$ cat src/rtl/alu_req_arbiter.sv
// Round-robin arbiter that shares one ALU between two requesters.
// It runs one operation at a time and returns RES/flags over a valid/ready response channel.
module alu_req_arbiter #(
  parameter int DW      = 8,
  parameter int CW      = 4,
  parameter int ALU_LAT = 1
) (
  input  logic            CLK,
  input  logic            RST,
  input  logic            REQ0_VALID,
  output logic            REQ0_READY,
  input  logic [DW-1:0]   REQ0_OPA,
  input  logic [DW-1:0]   REQ0_OPB,
  input  logic [CW-1:0]   REQ0_CMD,
  input  logic            REQ0_MODE,
  input  logic            REQ0_CIN,
  input  logic            REQ1_VALID,
  output logic            REQ1_READY,
  input  logic [DW-1:0]   REQ1_OPA,
  input  logic [DW-1:0]   REQ1_OPB,
  input  logic [CW-1:0]   REQ1_CMD,
  input  logic            REQ1_MODE,
  input  logic            REQ1_CIN,
  output logic            RSP0_VALID,
  input  logic            RSP0_READY,
  output logic            RSP1_VALID,
  input  logic            RSP1_READY,
  output logic [2*DW-1:0] RSP_RES,
  output logic [5:0]      RSP_FLAGS,
  output logic [DW-1:0]   ALU_OPA,
  output logic [DW-1:0]   ALU_OPB,
  output logic [CW-1:0]   ALU_CMD,
  output logic            ALU_MODE,
  output logic            ALU_CIN,
  output logic            ALU_CE,
  output logic [1:0]      ALU_INP_VALID,
  input  logic [2*DW-1:0] ALU_RES,
  input  logic            ALU_COUT,
  input  logic            ALU_OFLOW,
  input  logic            ALU_G,
  input  logic            ALU_E,
  input  logic            ALU_L,
  input  logic            ALU_ERR
);

  typedef enum logic [1:0] {IDLE, ISSUE, WAIT, RESP} state_t;

  localparam logic [2:0] LAT_LOAD = 3'(ALU_LAT);

  state_t        state, state_next;
  logic          ptr;
  logic          grant;
  logic          grant_q;
  logic          accept;
  logic          busy;
  logic [2:0]    cnt;
  logic [DW-1:0] opa_q, opb_q;
  logic [CW-1:0] cmd_q;
  logic          mode_q, cin_q;

  always_comb begin
    state_next = state;
    grant      = 1'b0;
    REQ0_READY = 1'b0;
    REQ1_READY = 1'b0;
    accept     = 1'b0;
    busy       = 1'b0;
    RSP0_VALID = 1'b0;
    RSP1_VALID = 1'b0;
    // The pointer only breaks ties; a lone requester always wins.
    grant = (REQ0_VALID && REQ1_VALID) ? ptr : REQ1_VALID;
    case (state)
      IDLE: begin
        REQ0_READY = !RST && REQ0_VALID && !grant;
        REQ1_READY = !RST && REQ1_VALID && grant;
        accept     = REQ0_READY || REQ1_READY;
        if (accept) state_next = ISSUE;
      end
      ISSUE: begin
        busy       = 1'b1;
        state_next = WAIT;
      end
      WAIT: begin
        busy = 1'b1;
        if (cnt == 3'd1) state_next = RESP;
      end
      RESP: begin
        RSP0_VALID = !grant_q;
        RSP1_VALID = grant_q;
        if (grant_q ? RSP1_READY : RSP0_READY) state_next = IDLE;
      end
      default: state_next = IDLE;
    endcase
  end

  assign ALU_CE        = busy;
  assign ALU_INP_VALID = busy ? 2'b11 : 2'b00;
  assign ALU_OPA       = opa_q;
  assign ALU_OPB       = opb_q;
  assign ALU_CMD       = cmd_q;
  assign ALU_MODE      = mode_q;
  assign ALU_CIN       = cin_q;

  always_ff @(posedge CLK) begin
    if (RST) begin
      state     <= IDLE;
      ptr       <= 1'b0;
      grant_q   <= 1'b0;
      cnt       <= 3'd0;
      opa_q     <= '0;
      opb_q     <= '0;
      cmd_q     <= '0;
      mode_q    <= 1'b0;
      cin_q     <= 1'b0;
      RSP_RES   <= '0;
      RSP_FLAGS <= '0;
    end else begin
      state <= state_next;
      case (state)
        IDLE: if (accept) begin
          // Toggling even for a lone requester is harmless; ties still alternate.
          ptr     <= ~ptr;
          grant_q <= grant;
          opa_q   <= grant ? REQ1_OPA  : REQ0_OPA;
          opb_q   <= grant ? REQ1_OPB  : REQ0_OPB;
          cmd_q   <= grant ? REQ1_CMD  : REQ0_CMD;
          mode_q  <= grant ? REQ1_MODE : REQ0_MODE;
          cin_q   <= grant ? REQ1_CIN  : REQ0_CIN;
        end
        ISSUE: cnt <= LAT_LOAD;
        WAIT: begin
          cnt <= cnt - 3'd1;
          if (cnt == 3'd1) begin
            RSP_RES   <= ALU_RES;
            RSP_FLAGS <= {ALU_COUT, ALU_OFLOW, ALU_G, ALU_E, ALU_L, ALU_ERR};
          end
        end
        default: ;
      endcase
    end
  end

endmodule

$ cat config.mk
export PLATFORM = sky130hd
export DESIGN_NAME = alu_req_arbiter
export DESIGN_NICKNAME = d
export VERILOG_FILES = /design/src/rtl/alu_req_arbiter.sv
export SDC_FILE = /design/constraint.sdc
export NUM_CORES = 1
export LEC_CHECK = 0
export ABC_AREA = 1
export CAP_MARGIN = 20
export CELL_PAD_IN_SITES_DETAIL_PLACEMENT = 0
export CELL_PAD_IN_SITES_GLOBAL_PLACEMENT = 1
export CORE_ASPECT_RATIO = 1.75
export CORE_MARGIN = 4
export CORE_UTILIZATION = 28
export DETAILED_ROUTE_END_ITERATION = 16
export HOLD_SLACK_MARGIN = 0.05
export PLACE_DENSITY = 0.8
export SETUP_SLACK_MARGIN = 0.15
export SLEW_MARGIN = 20
export SYNTH_ARGS = -nofsm -noshare
export SYNTH_HDL_FRONTEND = slang
export SYNTH_SLANG_ARGS = --single-unit
$ cat constraint.sdc
create_clock -name CLK -period 1.8 [get_ports CLK]
set_clock_uncertainty 0.15 [all_clocks]
set_input_delay 0.36 -clock CLK [delete_from_list [all_inputs] [get_ports CLK]]
set_output_delay 0.36 -clock CLK [all_outputs]
set_load 0.1 [all_outputs]
==> Word level (Yosys, flattened, before mapping) <==
Cells that the tools add are included.
{ "totals": {"register_bits": 51, "wordCells": 54} }
{ "classes": {"add_sub_neg": 1, "n_mux": 19, "n_bitwise": 1, "n_eq_ne": 7, "n_reduce_logical": 15} }
{ "ops": {"columns": ["operator", "n"], "rows": [
  ["8-bit 2-to-1 mux", 2],
  ["1-bit 2-to-1 mux", 10],
  ["2-bit 2-to-1 mux", 4],
  ["2-bit one-hot mux with 4 select lines", 1],
  ["2-bit inequality test (second input constant)", 3],
  ["3-bit one-hot mux with 2 select lines", 1],
  ["1-bit logical AND", 5],
  ["2-bit equality test (second input constant)", 2],
  ["4-bit 2-to-1 mux", 1],
  ["2-bit AND reduction", 2],
  ["3-bit by 1-bit equality test with 1-bit output (second input constant)", 1],
  ["1-bit logical NOT", 3],
  ["3-bit AND reduction", 1],
  ["3-bit by 1-bit subtractor with 3-bit output (second input constant)", 1],
  ["2-bit by 1-bit equality test with 1-bit output (second input constant)", 1],
  ["2-bit logical NOT", 1],
  ["2-bit nonzero test", 1],
  ["2-bit OR reduction", 1],
  ["1-bit logical OR", 1],
  ["1-bit NOT", 1]
]} }

==> Depth between registers and ports, before layout <==
{ "logic_depth": {"ltp_word": 7, "mapped_depth": 8, "ltp_nobuf": 8} }

==> Worst setup path after synthesis <==
No wires, ideal clock.
{ "synth_path": {"path_type": "reg2out", "from": "register state[0]", "to": "output port REQ0_READY", "slack_ps": -1222, "path_buffers": 0, "path_stages_with_launch": 5, "t_arrival_ps": 2512, "cell_sequence": "dfxtp_1 inv_1 ha_1 inv_1 nor4_2"} }
{ "synth_via": {"elab_chain_len": 2} }
{ "synth_rtl": {"columns": ["item", "line_no", "source"], "rows": [
  ["start: declaration", "50", "state_t state, state_next;"],
  ["start signal: assignment", "118", "state <= state_next;"],
  ["2-bit logical NOT", "72", "case (state)"],
  ["1-bit 2-to-1 mux", "72", null],
  ["end: declaration", "11", "output logic REQ0_READY,"]
]} }
Every way passes these cells.

==> Worst setup path after layout <==
{ "layout_path": {"from": "register ptr", "to": "output port REQ0_READY"} }
{ "layout_via": {"elab_chain_len": 4} }
{ "layout_rtl": {"columns": ["item", "line_no", "source"], "rows": [
  ["start: declaration", "51", "logic ptr;"],
  ["start signal: assignment", "122", "ptr <= ~ptr;"],
  ["1-bit 2-to-1 mux", "71", "grant = (REQ0_VALID && REQ1_VALID) ? ptr : REQ1_VALID;"],
  ["1-bit logical NOT", "74", "REQ0_READY = !RST && REQ0_VALID && !grant;"],
  ["1-bit logical AND", "74", null],
  ["1-bit 2-to-1 mux", "72", null]
]} }
Every way passes these cells.

==> metrics.csv <==
metric,value,unit
run status,"finished, violations left",
violations in the final reports,setup timing,
post-synthesis instance area,0.002459,sq mm
RSZ-0062 raised after global routing,true,
clock slew at reported path FFs,70,ps
CP Data Required Time,1290,ps
hold path start,cnt[1],
Comb power frac,66.9,%
die span in x,78.84,microns
nets@finish,518,
gr ovfl total,0,
r2r startpoint,state[1],
crit path DAT,1380,ps
Routed Antenna Nets,0,
GRT Util Overall,14.19,%
CTS tree,yes,
Psw,4.213,mW
Hold Path Sink,cnt[1],
Placer Congestion,0.7484,
Synth Net Count,379,
CP Launch Type,flop,
final instance area,0.004895,sq mm
register area share after synthesis,41.53,%
syn_area_per_cell,8.168,sq um
clk_lat worst skew,290,ps
"Worst Setup Slack, final",-85.78,ps
fraction of layout cells with a size suffix above 1,37.87,%
"Distinct cells, synth",29,
post-route minimum period,1886,ps
Final Hold Vio Count,0,
kind of critical path,reg -> out,
WHS Path Cells,2,
Die H,132.0,microns
Critical-path top delay cell,dfxtp_2,
number of global-route vias before repair,2407,
kind of end point of the critical path,primary output,
CTS sink count,51,
vias post-DR,2465,
final setup violation count,2,
number of DRC markers in iteration 0,42,
TritonCTS buffer count,5,
r2r endpoint,ALU_MODE,
HPWL Detailed,5697,microns
dpl cell area,0.004370,sq mm
path category of the worst min-delay check,reg -> reg,
Switching Fraction,50.21,%
internal power,4.178,mW
max incr delay on CP,350,ps
first-pass GRT wire length,11760,microns
H-tree depth,2,
reg2reg setup slack,160,ps
Yosys top cell by area,dfxtp_1,
Inst Count DP,533,
Reg2Reg Depth,10,
Rows,45,
maximum clock rate,530.3,MHz
vias per inst,4.418,
max_slew headroom,76.11,%
Die ar.,0.01040,sq mm
Post-route DRC,0,
Yosys reg bits,51,
# diodes,0,
Pleak,1.924,nW
Synth-to-Final Area Change,99.08,%
Post-Layout Cell Count,558,
dominant cells by area after synthesis,"dfxtp_1, o21ai_2, inv_1, o21ai_0, a21oi_1",
total wire length,7958,microns
initial core utilization,28.54,%
Pwr Density,1714,mW/mm^2
Flop pwr share,21.2,%
Syn Inst Count,301,
Max Root-Sink Buffers,2,
top cell type's share of synthesized area,41.53,%
antenna violations before repair,0,
CTS root buf,clkbuf_16,
PortBufs,122,
I/O Pins,123,
VDD IR-drop max,0.0009657,V
actual slew at the worst max-slew pin,358.4,ps
worst path cell trace,o21ai_4 > inv_4 > nor4_4 > buf_12,
largest net degree at the start of global routing,45,
max_cap viols,0,
post-DR wirelength/cell,14.26,microns
crit-path max FO,2,
clock power share,11.9,%
Ys Warns,0,
Final Max Slew Viols,0,
Placeable Area,0.008615,sq mm
first-pass detailed-route iteration total,4,
fin crit share,104.8,%
==> worst max-delay path, delay by kind of cell (launching register included) <==
family | cells | cell delay, ps
AND/OR/NAND/NOR | 1 | 310
flip-flops | 1 | 350
buffers and inverters | 2 | 260
AO/OA/AOI/OAI | 1 | 160
==> cells by family after synthesis <==
family,share of synthesized area (%)
AO/OA/AOI/OAI,23.10
AND/OR/NAND/NOR,19.29
flip-flops,41.53
adder cells (fa/ha/maj),3.053
buffers and inverters,13.03
==> registers in the layout, summed over array words and instances, names as in the netlist <==
register and flops:
ALU_OPB 8, ALU_CIN 1, grant_q 1, RSP_FLAGS 6, state 2, ptr 1, RSP_RES 16, ALU_MODE 1
ALU_CMD 4, cnt 3, ALU_OPA 8
==> per-layer routing <==
layer | up-vias | GRT usage, % | part of all wire, %
met5 | - | 0 | 0
met4 | 0 | 3.442 | 0.88
met3 | 5 | 3.967 | 6.6
met2 | 93 | 28.43 | 58
met1 | 1111 | 13.74 | 34
li1 | 1256 | - | -
==> through the flow <==
| step | TNS (ps) | hold WS [ps] | utilization [%] | setup WS [ps] | total power [mW] |
|---|---|---|---|---|---|
| floorplan | -514.7 | 279.1 | - | -514.7 | 5.196 |
| global placement | -6968 | 299.1 | 50.73 | -338.1 | 6.845 |
| detailed placement | -7764 | 302.0 | 50.73 | -340.6 | 6.902 |
| CTS | -171.9 | 323.6 | 53.29 | -135.0 | 8.060 |
| global route | -264.4 | 342.6 | 56.82 | -146.8 | 8.758 |
| finish | -135.3 | 317.7 | 56.82 | -85.78 | 8.391 |
==> layout by cell type, fill, tap and decap left out, types with 2 or more instances in the layout <==
master	instances
a21oi_1	24
buf_12	55
buf_4	14
buf_6	6
clkbuf_16	8
clkbuf_8	2
clkdlybuf4s50_1	68
clkinv_8	2
clkinvlp_4	2
dfxtp_1	48
dfxtp_4	2
dlygate4sd2_1	2
ha_1	3
ha_4	3
inv_1	35
inv_4	3
nand2_1	30
nand2_2	5
nand3_1	5
nand3_2	17
nand3_4	3
nand4_1	2
nor2_1	24
nor2_2	2
nor2_4	3
o21ai_0	7
o21ai_1	23
o21ai_2	31
==> worst max-delay path by stage <==
stage / start / slack [ps] / cells after the start / endpoint
6_report: ptr / -90 / 4 / REQ0_READY
5_1_grt: ptr / -150 / 4 / REQ0_READY
3_3_place_gp: REQ0_VALID / -340 / 7 / REQ0_READY
4_1_cts: ptr / -140 / 4 / REQ0_READY
2_1_floorplan: REQ0_VALID / -510 / 5 / REQ0_READY
3_5_place_dp: REQ0_VALID / -340 / 7 / REQ0_READY
==> power groups by stage <==
stage	clock network [mW]	registers, mW	logic (mW)
finish	1.00	1.78	5.61
global route	1.08	1.82	5.86
CTS	1.04	1.75	5.27
detailed placement	0	1.76	5.14
global placement	0	1.75	5.09
floorplan	0	3.33	1.87
==> repair_timing <==
| item | in CTS | in global routing |
|---|---|---|
| pin swaps | 5 | 7 |
| buffers inserted | 7 | 5 |
| cloned | 0 | 5 |
| resized for setup | 11 | 59 |
| hold buffers | 0 | 0 |
| setup endpoints to repair | 30 | 48 |
==> synth_stat cells, drive strengths merged <==
| cell type | number |
|---|---|
| a211oi | 1 |
| a21oi | 24 |
| a31oi | 1 |
| buf | 11 |
| clkbuf | 8 |
| clkinv | 1 |
| dfxtp | 51 |
| ha | 6 |
| inv | 41 |
| nand2 | 37 |
| nand3 | 25 |
| nand3b | 1 |
| nand4 | 2 |
| nor2 | 29 |
| nor4 | 1 |
| o21ai | 62 |
==> cell type report <==
class                           instances  area [sq um]
Inverter                               42         193.9
Clock buffer                            7         152.6
Clock inverter                          1         7.507
Timing Repair Buffer                  149          2052
Sequential cell                        51          1030
Timing Repair inverter                  2         27.53
Fill cell                             740          3720
Multi-Input combinational cell        189          1285
Tap cell                              117         146.4
(Power assumes the default switching activity.)
